<file path="config.mk">
export PLATFORM = sky130hd
export DESIGN_NAME = cfu_arbiter
export DESIGN_NICKNAME = d
export VERILOG_FILES = /design/src/rtl/cfu_arbiter.sv
export SDC_FILE = /design/constraint.sdc
export NUM_CORES = 1
export LEC_CHECK = 0
export CORE_AREA = 2 2 135 137
export CTS_BUF_LIST = sky130_fd_sc_hd__clkbuf_16
export DETAILED_ROUTE_END_ITERATION = 6
export DIE_AREA = 0 0 137 139
export GPL_TIMING_DRIVEN = 0
export PLACE_DENSITY = 0.81
export SETUP_SLACK_MARGIN = 0.5
export SYNTH_ARGS = -nofsm -noshare
export SYNTH_HDL_FRONTEND = slang
export SYNTH_SLANG_ARGS = --single-unit
</file>
<file path="constraint.sdc">
create_clock -name clk_i -period 5.8 [get_ports clk_i]
set_input_delay 1.16 -clock clk_i [delete_from_list [all_inputs] [get_ports clk_i]]
set_output_delay 1.16 -clock clk_i [all_outputs]
set_load 0.005 [all_outputs]
</file>
<file path="src/rtl/cfu_arbiter.sv">
// cfu_arbiter: shares one multi-cycle CFU between two requesters.
// Port 0 is the CPU execute stage, port 1 the debug/DMA test port.
//
// Ports:
//   clk_i, rst_i            clock, async active-high reset
//   rN_valid_i/rN_ready_o   request handshake (ready combinational)
//   rN_ctrl_i/src1_i/src2_i request payload, sampled at handshake
//   rN_rvalid_o/rslt_o/err_o one-cycle response to the granted port
//   cfu_en_o/ctrl_o/src*_o  issue pulse and held operands to the CFU
//   cfu_stall_i/cfu_rslt_i  CFU busy flag and result
//
// Optional feature: define CFU_ARB_TIMEOUT_EN to abort a WAIT that
// stalls for TIMEOUT_CYCLES cycles (result 0, err flag set).
module cfu_arbiter #(
    parameter bit RESET_LAST     = 1'b1,
    parameter int TIMEOUT_CYCLES = 256
) (
    input  logic        clk_i,
    input  logic        rst_i,
    input  logic        r0_valid_i,
    output logic        r0_ready_o,
    input  logic [9:0]  r0_ctrl_i,
    input  logic [31:0] r0_src1_i,
    input  logic [31:0] r0_src2_i,
    output logic        r0_rvalid_o,
    output logic [31:0] r0_rslt_o,
    output logic        r0_err_o,
    input  logic        r1_valid_i,
    output logic        r1_ready_o,
    input  logic [9:0]  r1_ctrl_i,
    input  logic [31:0] r1_src1_i,
    input  logic [31:0] r1_src2_i,
    output logic        r1_rvalid_o,
    output logic [31:0] r1_rslt_o,
    output logic        r1_err_o,
    output logic        cfu_en_o,
    output logic [9:0]  cfu_ctrl_o,
    output logic [31:0] cfu_src1_o,
    output logic [31:0] cfu_src2_o,
    input  logic        cfu_stall_i,
    input  logic [31:0] cfu_rslt_i
);

    if (TIMEOUT_CYCLES < 2 || TIMEOUT_CYCLES > 65535) begin : g_bad_timeout
        $error("cfu_arbiter: TIMEOUT_CYCLES must be 2..65535");
    end

    typedef enum logic [1:0] {
        IDLE,
        ISSUE,
        WAIT,
        RESP
    } state_t;

    state_t      state;
    state_t      state_nxt;
    logic        last;
    logic        gnt_id;
    logic [9:0]  ctrl_q;
    logic [31:0] src1_q;
    logic [31:0] src2_q;
    logic [31:0] r0_rslt_q;
    logic [31:0] r1_rslt_q;
    logic        sel0;
    logic        sel1;
    logic        take;
    logic        finish;
    logic        timeout;

    // On a tie, the port that was not served last wins.
    assign sel0 = r0_valid_i & (~r1_valid_i | last);
    assign sel1 = r1_valid_i & (~r0_valid_i | ~last);
    assign take = (state == IDLE) & (sel0 | sel1);

    // While reset is held the FSM sits in IDLE; keep ready low anyway.
    assign r0_ready_o = (state == IDLE) & sel0 & ~rst_i;
    assign r1_ready_o = (state == IDLE) & sel1 & ~rst_i;

    assign finish = (state == WAIT) & (~cfu_stall_i | timeout);

`ifdef CFU_ARB_TIMEOUT_EN
    localparam logic [15:0] TO_LAST = 16'(TIMEOUT_CYCLES - 1);

    logic [15:0] wait_cnt;
    logic        err_q;

    // Abort on the stalled WAIT cycle that brings the count to the limit.
    assign timeout = (state == WAIT) & cfu_stall_i & (wait_cnt == TO_LAST);

    always_ff @(posedge clk_i or posedge rst_i) begin
        if (rst_i) begin
            wait_cnt <= '0;
            err_q    <= 1'b0;
        end else begin
            if (state == ISSUE) begin
                wait_cnt <= '0;
            end else if (state == WAIT && cfu_stall_i) begin
                wait_cnt <= wait_cnt + 16'd1;
            end
            if (finish) begin
                err_q <= timeout;
            end
        end
    end

    assign r0_err_o = r0_rvalid_o & err_q;
    assign r1_err_o = r1_rvalid_o & err_q;
`else
    assign timeout  = 1'b0;
    assign r0_err_o = 1'b0;
    assign r1_err_o = 1'b0;
`endif

    always_ff @(posedge clk_i or posedge rst_i) begin
        if (rst_i) begin
            state     <= IDLE;
            last      <= RESET_LAST;
            gnt_id    <= 1'b0;
            ctrl_q    <= '0;
            src1_q    <= '0;
            src2_q    <= '0;
            r0_rslt_q <= '0;
            r1_rslt_q <= '0;
        end else begin
            state <= state_nxt;
            if (take) begin
                gnt_id <= sel1;
                ctrl_q <= sel1 ? r1_ctrl_i : r0_ctrl_i;
                src1_q <= sel1 ? r1_src1_i : r0_src1_i;
                src2_q <= sel1 ? r1_src2_i : r0_src2_i;
            end
            if (finish) begin
                if (gnt_id) begin
                    r1_rslt_q <= timeout ? '0 : cfu_rslt_i;
                end else begin
                    r0_rslt_q <= timeout ? '0 : cfu_rslt_i;
                end
            end
            if (state == RESP) begin
                last <= gnt_id;
            end
        end
    end

    always_comb begin
        state_nxt = state;
        unique case (state)
            IDLE:    if (take) state_nxt = ISSUE;
            ISSUE:   state_nxt = WAIT;
            WAIT:    if (finish) state_nxt = RESP;
            RESP:    state_nxt = IDLE;
            default: state_nxt = IDLE;
        endcase
    end

    assign cfu_en_o   = (state == ISSUE);
    assign cfu_ctrl_o = ctrl_q;
    assign cfu_src1_o = src1_q;
    assign cfu_src2_o = src2_q;

    assign r0_rvalid_o = (state == RESP) & ~gnt_id;
    assign r1_rvalid_o = (state == RESP) & gnt_id;
    assign r0_rslt_o   = r0_rslt_q;
    assign r1_rslt_o   = r1_rslt_q;

endmodule

</file>
==> results.yml <==
sta:
  worst-slew-pin-transition_ns: 0.623
  min_period_ns: 4.46
  slew_headroom_pct: 58.4
  rsz0062_at_grt: "no"
  fin_skew_ns: 0.00840
  timing.fmax_ghz: 0.224
  slew_violations: 0
  finalCritPeriodShare_pct: 76.9
  finalSetupViolCount: 0
  hold_violations: 0
  fin_ws_ns: 1.34
  setup_tns_ns: 0
drt:
  dr.pass1.iters: 4
  detail_route.wl_per_cell_um: 17.2
  drt_wl_total_mm: 19.9
  vias_per_cell: 4.78
  route.detailed.drc: 0
  ant_nets: 0
  dr.first_iter.drc_count: 205
  vias: 5547
floorplanning:
  die_y_um: 139
  fp.coreArea_mm2: 0.0177
  die_x_um: 137
  ios: 330
  num_rows: 49
  die_area_mm2: 0.0190
  start_util_pct: 34.1
yosys:
  synthFlopType: "dfrtp_1"
  synthCells: 568
  synth_edf_count: 0
  yosysWarnings: 0
  seq_area_frac_synth_pct: 59.0
  synth_area_mm2: 0.00603
  ys_ff_latch: 142
  synth.avg_cell_area_um2: 10.6
  yosysUniqueCellTypes: 27
  async_reset_ff_share_pct: 100
setup_path:
  required_ns: 4.64
  cp_num_cells: 5
  slowest_stage: "clkinvlp_4"
  cpPeakStageDelay_ns: 0.52
  start_kind: "input pin"
  endpoint_kind: "output port"
  crit_chain: "clkdlybuf4s50_1 -> clkinvlp_4 -> buf_12 -> and4_1 -> clkdlybuf4s50_1"
  worst_ep_arrival_time_ns: 3.30
  r2r_cells: 5
  worst-r2r-setup-slack_ns: 3.87
  worst_path_most_repeated_cell: "clkdlybuf4s50_1"
  path_delay_family: "buffers and inverters"
  worstSetupPathType: "in2out"
  critPathMaxFanout: 39
  cp.buffers_inverters: 4
power_and_ir_drop:
  power.leakage_nw: 4.33
  ir_worst_vdd_mv: 0.231
  powerDensity_mw_per_mm2: 513
clocking:
  clock-sinks: 142
  cts-root-buf: "clkbuf_16"
  cts_max_path_buffers: 2
  worst_skew_pair.late_latency_ns: 0.42
  cts_tree: "built"
  cts_buffers: 17
  ctsResizeCount: 0
  path_clk_slew_ns: 0.06
  hold_buffers: 0
  cts_setup_buffers: 0
  h-tree-depth: 4
placed_design:
  hpwl_mm: 15.2
  port_buffers: 327
  placed_cell_area_mm2: 0.00965
  gp_congestion: 0.860
  dp.cells: 1128
  dp_slack_ns: 1.30
global_routing:
  gr-total-overflow: 0
  grt_pass1_wl_mm: 30.9
  track_usage_pct: 21.2
  antenna_found_initial: 0
  grt_pass1_vias: 5807
  grt_max_degree: 43
final_layout:
  drive_above_1_share_pct: 14.9
  instances_no_fill: 1160
  final_nets: 1108
  regArea_mm2: 0.00355
  diodes: 0
  area_growth_pct: 70.7
  final_area_mm2: 0.0103
  multi_input_area_mm2: 0.00223
  fillers: 1523
  final_util_pct: 58.3
worst_hold_path:
  min_path_cells: 1
  holdCritPathClass: "reg2reg"
status:
  outcome: "completed"
flow_run:
  maxCapViolCount: 0
-- stage by stage --
stage	hold WS, ns	total power [mW]
after floorplan	0.504	2.69
after global placement	0.486	4.07
after detailed placement	0.493	4.14
after CTS	0.507	5.34
after global routing	0.518	5.62
final	0.502	5.28
-- Yosys cell counts, types with 2 or more instances --
master / number / area [um2]
nand2_1: 148 / 556
buf_6: 3 / 33.8
buf_1: 2 / 7.51
buf_4: 10 / 75.1
ha_1: 5 / 62.6
dfrtp_1: 141 / 3530
mux2_2: 66 / 743
inv_1: 3 / 11.3
a21oi_1: 2 / 10.0
clkbuf_1: 3 / 11.3
buf_2: 22 / 110
a31oi_1: 75 / 469
nor2_1: 74 / 278
-- registers in the layout, indices dropped and copies added (netlist names) --
register and cells:
cfu_ctrl_o 10, cfu_src2_o 32, gnt_id 1, state 2
last 1, r1_rslt_o 32, r0_rslt_o 32, cfu_src1_o 32
-- cell type report --
cell class	count	area share, %
plain buffers	40	2.31
multi-input cells	384	21.6
clock inverters	15	2.04
well taps	229	2.78
repair buffers	330	32.4
flip-flops and latches	142	34.5
inverters	3	0.146
clock buffers	17	4.13
-- path summary, 6_finish.rpt --
kind	end	from
setup / recovery	r0_ready_o	rst_i
max in group asynchronous	last$_DFFE_PP1N_	rst_i
hold reg to reg	r1_rslt_o[19]$_DFFE_PP0P_	r1_rslt_o[19]$_DFFE_PP0P_
hold / removal	r1_rslt_o[19]$_DFFE_PP0P_	r1_rslt_o[19]$_DFFE_PP0P_
setup reg to reg	r0_rslt_o[8]$_DFFE_PP0P_	state[0]$_DFFE_PP0P_
min in group asynchronous	cfu_src1_o[10]$_DFFE_PP0P_	rst_i
-- where the power goes --
group	total [mW]	internal, mW	switching, mW
logic	2.31	1.43	0.885
registers	1.78	1.50	0.275
clock network	1.18	0.729	0.453
-- cell usage in the layout, fill, tap and decap left out, drive strengths merged --
cell type | synthesis | routed
clkdlybuf4s50 | 0 | 327
nand2 | 148 | 148
dfrtp | 141 | 141
a31oi | 75 | 75
nor2 | 74 | 74
mux2 | 66 | 66
buf | 37 | 40
clkbuf | 3 | 20
inv | 3 | 8
ha | 5 | 5
bufinv | 0 | 4
clkinv | 0 | 4
clkinvlp | 0 | 2
a21oi | 2 | 2
conb | 1 | 2
nor3b | 2 | 2
a21bo | 1 | 1
o21a | 1 | 1
a21boi | 1 | 1
nand2b | 1 | 1
and4 | 1 | 1
and3 | 1 | 1
nor2b | 1 | 1
and2 | 1 | 1
nand3b | 1 | 1
o32a | 1 | 1
dfstp | 1 | 1
-- kinds of logic after synthesis --
| family | count (synthesis) | synth area share [%] |
|---|---|---|
| other | 1 | 0.0622 |
| and+or+nand+nor | 230 | 14.8 |
| muxes | 66 | 12.3 |
| AOI/OAI and AO/OA | 81 | 8.60 |
| DFF | 142 | 59.0 |
| buffers and inverters | 43 | 4.13 |
| adders and majority gates | 5 | 1.04 |
-- layer usage --
metal | track usage [%] | vias up | part of all wire (%)
met2 | 36.6 | 229 | 50
met4 | 7.22 | 0 | 2.3
met5 | 0 | - | 0
met3 | 7.57 | 31 | 9.0
met1 | 24.0 | 2656 | 39
li1 | - | 2631 | -
(Power assumes the default switching activity.)
